**src/rtl/cm_topk_pkg.sv**
```systemverilog
// Shared types for the top-K sorted CAM: table entry layout, readout FSM states and default sizes.
package cm_topk_pkg;

    localparam int CAM_NUM_ENTRY = 16;
    localparam int CAM_ADDR_SIZE = 22;
    localparam int CAM_CNT_SIZE  = 18;
    localparam int CAM_DROP_SIZE = 16;

    typedef struct packed {
        logic                     valid;
        logic [CAM_ADDR_SIZE-1:0] addr;
        logic [CAM_CNT_SIZE-1:0]  cnt;
    } entry_t;

    typedef enum logic [1:0] {
        IDLE    = 2'd0,
        DRAIN   = 2'd1,
        READOUT = 2'd2,
        CLEAR   = 2'd3
    } state_e;

endpackage

```
**src/rtl/topk_insert_pos.sv**
```systemverilog
// Combinational lookup over the sorted table: address match vector, hit index,
// insertion position for the incoming count, and table-full flag.
module topk_insert_pos
    import cm_topk_pkg::*;
#(
    parameter int NUM_ENTRY = CAM_NUM_ENTRY,
    parameter int IW        = $clog2(NUM_ENTRY),
    parameter int PW        = $clog2(NUM_ENTRY + 1)
) (
    input  entry_t                   table_i [NUM_ENTRY],
    input  logic [CAM_ADDR_SIZE-1:0] addr_i,
    input  logic [CAM_CNT_SIZE-1:0]  cnt_i,
    output logic [NUM_ENTRY-1:0]     match_o,
    output logic [IW-1:0]            hit_idx_o,
    output logic [PW-1:0]            pos_o,
    output logic                     full_o
);

    logic [NUM_ENTRY-1:0] match;

    always_comb begin
        match     = '0;
        hit_idx_o = '0;
        pos_o     = '0;
        for (int i = 0; i < NUM_ENTRY; i++) begin
            match[i] = table_i[i].valid && (table_i[i].addr == addr_i);
        end
        for (int i = NUM_ENTRY - 1; i >= 0; i--) begin
            if (match[i]) hit_idx_o = IW'(i);
        end
        // The hit entry is being moved, so it does not count toward its own new slot.
        for (int i = 0; i < NUM_ENTRY; i++) begin
            if (table_i[i].valid && !match[i] && (table_i[i].cnt >= cnt_i)) begin
                pos_o = pos_o + 1'b1;
            end
        end
    end

    assign match_o = match;
    assign full_o  = table_i[NUM_ENTRY-1].valid;

endmodule

```
**src/rtl/topk_sorted_cam.sv**
```systemverilog
// Keeps the NUM_ENTRY hottest addresses from the sketch estimate stream in a
// count-descending table; a query streams the table out and then clears it.
module topk_sorted_cam
    import cm_topk_pkg::*;
#(
    parameter  int NUM_ENTRY = CAM_NUM_ENTRY,
    parameter  int DROP_SIZE = CAM_DROP_SIZE,
    localparam int ADDR_SIZE = CAM_ADDR_SIZE,
    localparam int CNT_SIZE  = CAM_CNT_SIZE,
    localparam int IW        = $clog2(NUM_ENTRY),
    localparam int PW        = $clog2(NUM_ENTRY + 1)
) (
    input  logic                 clk,
    input  logic                 rst_n,
    input  logic                 in_valid,
    input  logic [ADDR_SIZE-1:0] in_addr,
    input  logic [CNT_SIZE-1:0]  in_cnt,
    input  logic                 query_en,
    // Readout: a beat transfers on a cycle with out_valid & out_ready; while
    // out_valid is high and out_ready is low, out_* stay unchanged.
    output logic                 out_valid,
    output logic [ADDR_SIZE-1:0] out_addr,
    output logic [CNT_SIZE-1:0]  out_cnt,
    output logic                 out_last,
    input  logic                 out_ready,
    output logic                 busy,
    output logic [DROP_SIZE-1:0] drop_cnt,
    output state_e               dbg_state
);

    state_e               state_q, state_d;
    logic                 drain_q, drain_d;
    logic [IW-1:0]        k_q, k_d, k_next;
    entry_t               table_q [NUM_ENTRY];
    entry_t               table_d [NUM_ENTRY];
    entry_t               rem     [NUM_ENTRY];
    entry_t               ins;
    logic                 s0_valid_q;
    logic [ADDR_SIZE-1:0] s0_addr_q;
    logic [CNT_SIZE-1:0]  s0_cnt_q;
    logic [DROP_SIZE-1:0] drop_q;
    logic [NUM_ENTRY-1:0] match;
    logic [IW-1:0]        hit_idx;
    logic [PW-1:0]        pos;
    logic                 hit, full, do_write, last_beat, accept;

    topk_insert_pos #(.NUM_ENTRY(NUM_ENTRY), .IW(IW), .PW(PW)) u_insert_pos (
        .table_i   (table_q),
        .addr_i    (s0_addr_q),
        .cnt_i     (s0_cnt_q),
        .match_o   (match),
        .hit_idx_o (hit_idx),
        .pos_o     (pos),
        .full_o    (full)
    );

    assign hit    = |match;
    assign k_next = k_q + 1'b1;
    // New samples enter only in IDLE, so the table is frozen before readout starts.
    assign accept = in_valid && (state_q == IDLE);

    always_comb begin
        last_beat = 1'b1;
        if (k_q != IW'(NUM_ENTRY - 1)) last_beat = !table_q[k_next].valid;
    end

    always_comb begin
        state_d = state_q;
        drain_d = drain_q;
        k_d     = k_q;
        case (state_q)
            IDLE: begin
                if (query_en) begin
                    state_d = DRAIN;
                    drain_d = 1'b0;
                end
            end
            DRAIN: begin
                drain_d = 1'b1;
                if (drain_q) begin
                    k_d     = '0;
                    state_d = table_q[0].valid ? READOUT : CLEAR;
                end
            end
            READOUT: begin
                if (out_ready) begin
                    if (last_beat) state_d = CLEAR;
                    else           k_d     = k_next;
                end
            end
            CLEAR:   state_d = IDLE;
            default: state_d = IDLE;
        endcase
    end

    // Remove the hit entry (if any), then insert the sample at pos; on a full
    // miss the tail entry simply falls off the end of the shift.
    always_comb begin
        ins      = {1'b1, s0_addr_q, s0_cnt_q};
        do_write = s0_valid_q && (hit || !full || (s0_cnt_q > table_q[NUM_ENTRY-1].cnt));
        for (int j = 0; j < NUM_ENTRY; j++) begin
            rem[j] = table_q[j];
            if (hit && (IW'(j) >= hit_idx)) begin
                rem[j] = table_q[(j < NUM_ENTRY - 1) ? j + 1 : j];
                if (j == NUM_ENTRY - 1) rem[j] = '0;
            end
        end
        for (int i = 0; i < NUM_ENTRY; i++) begin
            table_d[i] = table_q[i];
            if (state_q == CLEAR) begin
                table_d[i] = '0;
            end else if (do_write) begin
                if (PW'(i) < pos)       table_d[i] = rem[i];
                else if (PW'(i) == pos) table_d[i] = ins;
                else                    table_d[i] = rem[(i > 0) ? i - 1 : 0];
            end
        end
    end

    always_ff @(posedge clk) begin
        if (!rst_n) begin
            state_q    <= IDLE;
            drain_q    <= 1'b0;
            k_q        <= '0;
            s0_valid_q <= 1'b0;
            s0_addr_q  <= '0;
            s0_cnt_q   <= '0;
            drop_q     <= '0;
            for (int i = 0; i < NUM_ENTRY; i++) table_q[i] <= '0;
        end else begin
            state_q    <= state_d;
            drain_q    <= drain_d;
            k_q        <= k_d;
            s0_valid_q <= accept;
            if (accept) begin
                s0_addr_q <= in_addr;
                s0_cnt_q  <= in_cnt;
            end
            if (in_valid && busy && !(&drop_q)) drop_q <= drop_q + 1'b1;
            for (int i = 0; i < NUM_ENTRY; i++) table_q[i] <= table_d[i];
        end
    end

    assign busy      = (state_q == READOUT) || (state_q == CLEAR);
    assign out_valid = (state_q == READOUT);
    assign out_addr  = out_valid ? table_q[k_q].addr : '0;
    assign out_cnt   = out_valid ? table_q[k_q].cnt  : '0;
    assign out_last  = out_valid && last_beat;
    assign drop_cnt  = drop_q;
    assign dbg_state = state_q;

endmodule

```
**config.mk**
```make
export PLATFORM = sky130hd
export DESIGN_NAME = topk_sorted_cam
export DESIGN_NICKNAME = d
export VERILOG_FILES = /design/src/rtl/cm_topk_pkg.sv /design/src/rtl/topk_insert_pos.sv /design/src/rtl/topk_sorted_cam.sv
export SDC_FILE = /design/constraint.sdc
export NUM_CORES = 2
export LEC_CHECK = 0
export ABC_CLOCK_PERIOD_IN_PS = 16340
export CAP_MARGIN = 30
export CORE_ASPECT_RATIO = 1.25
export CORE_UTILIZATION = 44
export DETAILED_ROUTE_END_ITERATION = 8
export GPL_ROUTABILITY_DRIVEN = 0
export HOLD_SLACK_MARGIN = 0.05
export PLACE_DENSITY = 0.68
export SLEW_MARGIN = 40
export SYNTH_ARGS = -nofsm -noshare
export SYNTH_HDL_FRONTEND = slang
export SYNTH_SLANG_ARGS = --single-unit
```
**constraint.sdc**
```tcl
create_clock -name clk -period 16.34 [get_ports clk]
set_input_delay 3.268 -clock clk [delete_from_list [all_inputs] [get_ports clk]]
set_output_delay 3.268 -clock clk [all_outputs]
set_load 0.02 [all_outputs]
```
Yosys cells after proc, flatten, opt, wreduce, memory -nomap -nowiden
Cells that the tools add are included.
Widths: inputs -> output; s select.

storage, ports and cells
  register bits after elaboration = 720
  output and inout bits = 61
  word-level logic and storage cells = 370

cells by class
  add/sub/neg operators = 17
  order comparisons = 51
  equality and inequality tests = 41
  multiplexer cells = 101
  bitwise gates (word level) = 3
  reductions and logical operators = 102

operators by type and width
  cell                   count
  $mux 41                50
  $eq 22x22->1           16
  $bmux 41 s4            2
  $ge 18x18->1           16
  $mux 40                2
  $mux 4                 19
  $mux 5                 15
  $add 5x1->5 const B    14
  $logic_and 1x1->1      69
  $eq 4x5->1 const A     8
  $lt 4x5->1 const A     8
  $ge 4x4->1 const A     8
  $mux 22                1
  $eq 3x5->1 const A     4
  $lt 3x5->1 const A     4
  $logic_not 1->1        19
  $gt 18x18->1           1
  $mux 18                1
  $add 16x1->16 const B  1
  $ge 3x4->1 const A     4
  $reduce_and 16->1      1
  $reduce_or 16->1       1
  $eq 2x5->1 const A     2
  $ge 5x5->1 const B     2
  other kinds (26)       47

Depth between registers and ports, before layout
  depth in word-level cells = 39
  mapped depth = 78
  depth with buffers taken out = 76

Modules after synthesis
A second synthesis with hierarchy kept.

unflattened totals
  cells, all modules = 6677
  area total of the unflattened synthesis = 57113.5 um^2

by module, submodules not included
  module           times used  cells an instance  area an instance (um^2)  seq. area each (um^2)
  topk_sorted_cam  1           5207               45112.0                  14413.8
  topk_insert_pos  1           1470               12001.5                  0.0

Least setup slack after synthesis
Ideal clock, no wire load.

  path kind = reg-to-reg
  start point = register s0_cnt_q[0]
  end point = register table_q[152] (netlist name)
  arrival = 13008 ps
  data required time = 16218 ps
  setup slack = 3210 ps
  stages on the path, launching flop included = 77
  buffers on the path = 3
  clock period less this slack = 13130 ps
  cell sequence = dfxtp_1 -> ha_1 -> nand2b_1 -> a21o_1 -> a21oi_1 -> nor2b_1 -> o21ai_0 -> nand2b_1 -> a21oi_1 -> o21ai_0 -> a21oi_1 -> nor2b_1 -> o21ai_0 -> nand2b_1 -> a21oi_1 -> nor2b_1 -> o21ai_0 -> nand2b_1 -> (+41 left out) -> ha_1 -> nor2_1 -> a21oi_1 -> ha_1 -> mux2i_1 -> inv_1 -> ha_1 -> nand2_1 -> xor2_1 -> xnor2_1 -> or3_1 -> clkbuf_1 -> or3_1 -> clkbuf_1 -> clkbuf_1 -> nor2_1 -> a211oi_1 -> a221o_1

between the ends
  longest elaborated chain between the ends = 36
  elaborated cells between the ends (all ways) = 70

RTL lines
  element                                                RTL line                RTL
  from (decl)                                            topk_sorted_cam.sv:40   logic [CNT_SIZE-1:0] s0_cnt_q;
  from (signal assigned)                                 topk_sorted_cam.sv:137  s0_cnt_q <= in_cnt;
  branches (longest 36 deep; another with $ge 18x18->1)  n/a

Several ways; the timed one is not identified.
A chain may end at the register's enable or synchronous reset.

Worst setup path after layout
  start point = register s0_cnt_q[1]
  end point = register table_q[558] (netlist name)

between the ends
  longest elaborated chain between the ends = 36
  elaborated cells between the ends (all ways) = 70

RTL lines
  element
  branches (longest 36 deep; another with $ge 18x18->1)

Several ways; the timed one is not identified.

==> results.sh <==
export IMPL_start_util=0.4453
export IMPL_row_count=148
export IMPL_vdd_ir_drop_max_v=0.0001392
export IMPL_finClkSkew_ns=0.03547
export IMPL_max_slew_margin=0.3614
export IMPL_critPathSlowestCell="nor2_4"
export IMPL_cp_required_ns=16.87
export IMPL_syn_nets=7325
export IMPL_r2r_end="table_q[558]"
export IMPL_fillers=12450
export IMPL_core_um2=130700
export IMPL_tns_ns=0
export IMPL_grt_max_degree=151
export IMPL_cts_sinks=720
export IMPL_synthFlopType="dfxtp_1"
export IMPL_crit_arrival_ns=15.96
export IMPL_clock_latency_ns=0.72
export IMPL_cpPeakStageDelay_ns=0.72
export IMPL_drt_total_wl_mm=220.0
export IMPL_critPathLaunchType="register"
export IMPL_die_x_um=327.3
export IMPL_synth_edf_count=0
export IMPL_powerDensity_nw_per_um2=134.4
export IMPL_grt_pass1_vias=53550
export IMPL_layout_nets=7008
export IMPL_crit_end="table_q[558]"
export IMPL_synth_seq_area_share=0.2476
export IMPL_rrSetupSlack_ns=0.92
export IMPL_multi_input_area_um2=41020
export IMPL_ys_seq_elements=720
export IMPL_ys_warn_count=0
export IMPL_top_usage_layer="met2"
export IMPL_clkTransAtPathRegs_ns=0.06
export IMPL_leakage_nw=26.21
export IMPL_antenna_found_initial=15
export IMPL_cts_hold_buffers=0
export IMPL_route_vias_total=56840
export IMPL_async_reset_ff_frac=0
export IMPL_overflow=0
export IMPL_io_pins=106
export IMPL_tightest_slew_ns=0.9559
export IMPL_fin_crit_ns=15.42
export IMPL_fin_crit_sh=0.9440
export IMPL_rsz0062_at_grt="false"
export IMPL_gr_usage_met3=0.06682
export IMPL_drt_pre_antenna_iters=8
export IMPL_hold_class="register to register"
export IMPL_area_growth_pct=9.153
export IMPL_place_area_um2=60640
export IMPL_drive_above_1_share=0.1152
export IMPL_drt_initial_drc_count=7259
export IMPL_syn_avg_cell_area_um2=8.351
export IMPL_startpoint="s0_cnt_q[1]"
export IMPL_viasPerCell=6.736
export IMPL_crit_path_max_fanout=82
export IMPL_fp_dieH_um=408.7
export IMPL_drtAntennaViolNets=0
export IMPL_grt_pass1_wl_mm=333.7
export IMPL_crit_top_cell="ha_1"
export IMPL_cts_tree="done"
export IMPL_final_area_um2=63550
export IMPL_drv_cap=0
export IMPL_total_power_w=0.008538
export IMPL_criticalPathCategory="register to register"
export IMPL_synthCells=6971
export IMPL_hpwlAfterDp_mm=155.9
export IMPL_cts_made_buffers=81
export IMPL_drcViolationCount=0
export IMPL_wl_per_cell_um=26.07
export IMPL_dieArea_um2=133800
export IMPL_crit_path_end_kind="register"
export IMPL_utilization=0.4861
export IMPL_status="complete, no violations"
export IMPL_drv_slew=0
export IMPL_met1_usage=0.3999
export IMPL_fmax_ghz=0.06483
export IMPL_use_met2=0.4893
export IMPL_ys_types=100
export IMPL_portBuffers=105
export IMPL_root_buffer="clkbuf_16"
export IMPL_setup_violations=0
export IMPL_grt_usage=0.3171
export IMPL_r2r_start="s0_cnt_q[1]"
export IMPL_finalHoldViolations=0
export IMPL_cts_htree_levels=3
export IMPL_seqCellArea_um2=14450
export IMPL_cts_path_max_buffers=3
export IMPL_reg2reg_depth=76
export IMPL_syn_cell_area_um2=58220
==> stage by stage <==
| stage | std cells | hold slack, ns | setup WS [ns] |
|---|---|---|---|
| final | 8438 | 0.4706 | 0.9157 |
| after global routing | 8435 | 0.4975 | 0.03296 |
| after CTS | 8429 | 0.4738 | 0.7771 |
| after detailed placement | 8290 | 0.4557 | 0.8026 |
| after global placement | 8277 | 0.4545 | 1.015 |
| after floorplan | 6971 | 0.4280 | 3.210 |
==> power by group <==
group | internal [W] | switching [W]
combinational | 0.00148 | 0.00257
sequential | 0.00203 | 0.000473
clock | 0.00114 | 0.000845
==> cell usage in the layout, fill, tap and decap left out, types with 176 or more instances in the layout <==
cell type,instances
dfxtp_1,696
nor2_1,630
nand2_1,622
mux2i_1,475
o21ai_0,407
a21oi_1,400
ha_1,308
xor2_1,205
mux4_2,204
xnor2_1,183
nand3_1,176
==> sequential cells by signal (all words and copies together) (netlist names) <==
register / flops
s0_addr_q: 22
s0_cnt_q: 18
s0_valid_q: 1
table_q: 656
k_q: 4
dbg_state: 2
drop_cnt: 16
drain_q: 1
==> layout make-up <==
class	count	area share
sequential	720	0.2274
clock buffer	118	0.03759
antenna	3	0.0001181
multi-input combinational	5432	0.6454
timing repair buffer	270	0.04107
inverter	149	0.008801
clock inverter	21	0.005592
tap	1725	0.03396
==> routing by layer <==
layer,routed length (um),vias to the layer above
met3,22220,815
met4,15370,12
li1,-,25400
met1,84470,27150
met5,69,-
met2,97850,3460
==> synthesized netlist by cell type (93+ instances only) <==
cell / n / area, um2
xor2_1: 206 / 1804
dfxtp_1: 720 / 14410
nor3_1: 93 / 465.5
mux2_2: 99 / 1115
mux4_2: 204 / 4594
a21oi_1: 408 / 2042
xnor2_1: 186 / 1629
mux2i_1: 475 / 4755
a211oi_1: 141 / 1059
nand2_1: 633 / 2376
o221ai_1: 103 / 902.1
inv_1: 147 / 551.8
o21ai_0: 410 / 2052
clkbuf_1: 492 / 1847
nand3_1: 182 / 910.9
nor2_1: 640 / 2402
buf_2: 99 / 495.5
ha_1: 309 / 3866
==> critical path, delay by kind of cell, from the launching register on <==
family | cells | cell delay, ns
compound gates | 22 | 4.15
fa+ha+maj | 15 | 4.40
simple gates | 20 | 2.85
flops | 1 | 0.31
mux | 5 | 1.15
xor+xnor | 1 | 0.23
buf+inv | 13 | 2.13
==> worst min path at each step <==
stage                  from           end  slack (ns)  depth (start not counted)
2_1_floorplan       drain_q       drain_q        0.43                          2
4_1_cts             drain_q       drain_q        0.47                          2
3_5_place_dp        drain_q       drain_q        0.46                          2
3_3_place_gp        drain_q       drain_q        0.45                          2
6_report       s0_cnt_q[10]  s0_cnt_q[10]        0.47                          2
5_1_grt             drain_q       drain_q        0.50                          2
==> kinds of logic after synthesis <==
kind of cell / Yosys count / share of synthesized area
mux: 781 / 0.1804
fa+ha+maj: 309 / 0.06641
flops: 720 / 0.2476
xor+xnor: 410 / 0.06542
simple gates: 1941 / 0.1497
buf+inv: 819 / 0.05676
compound gates: 1991 / 0.2337
==> timing repair <==
item                                   in CTS  in global routing
setup endpoints to repair                   0                191
setup buffers                               0                  3
resized for setup                           0                  3
endpoints found under the hold margin       0                  0
Power figures use the tool's default switching activity.
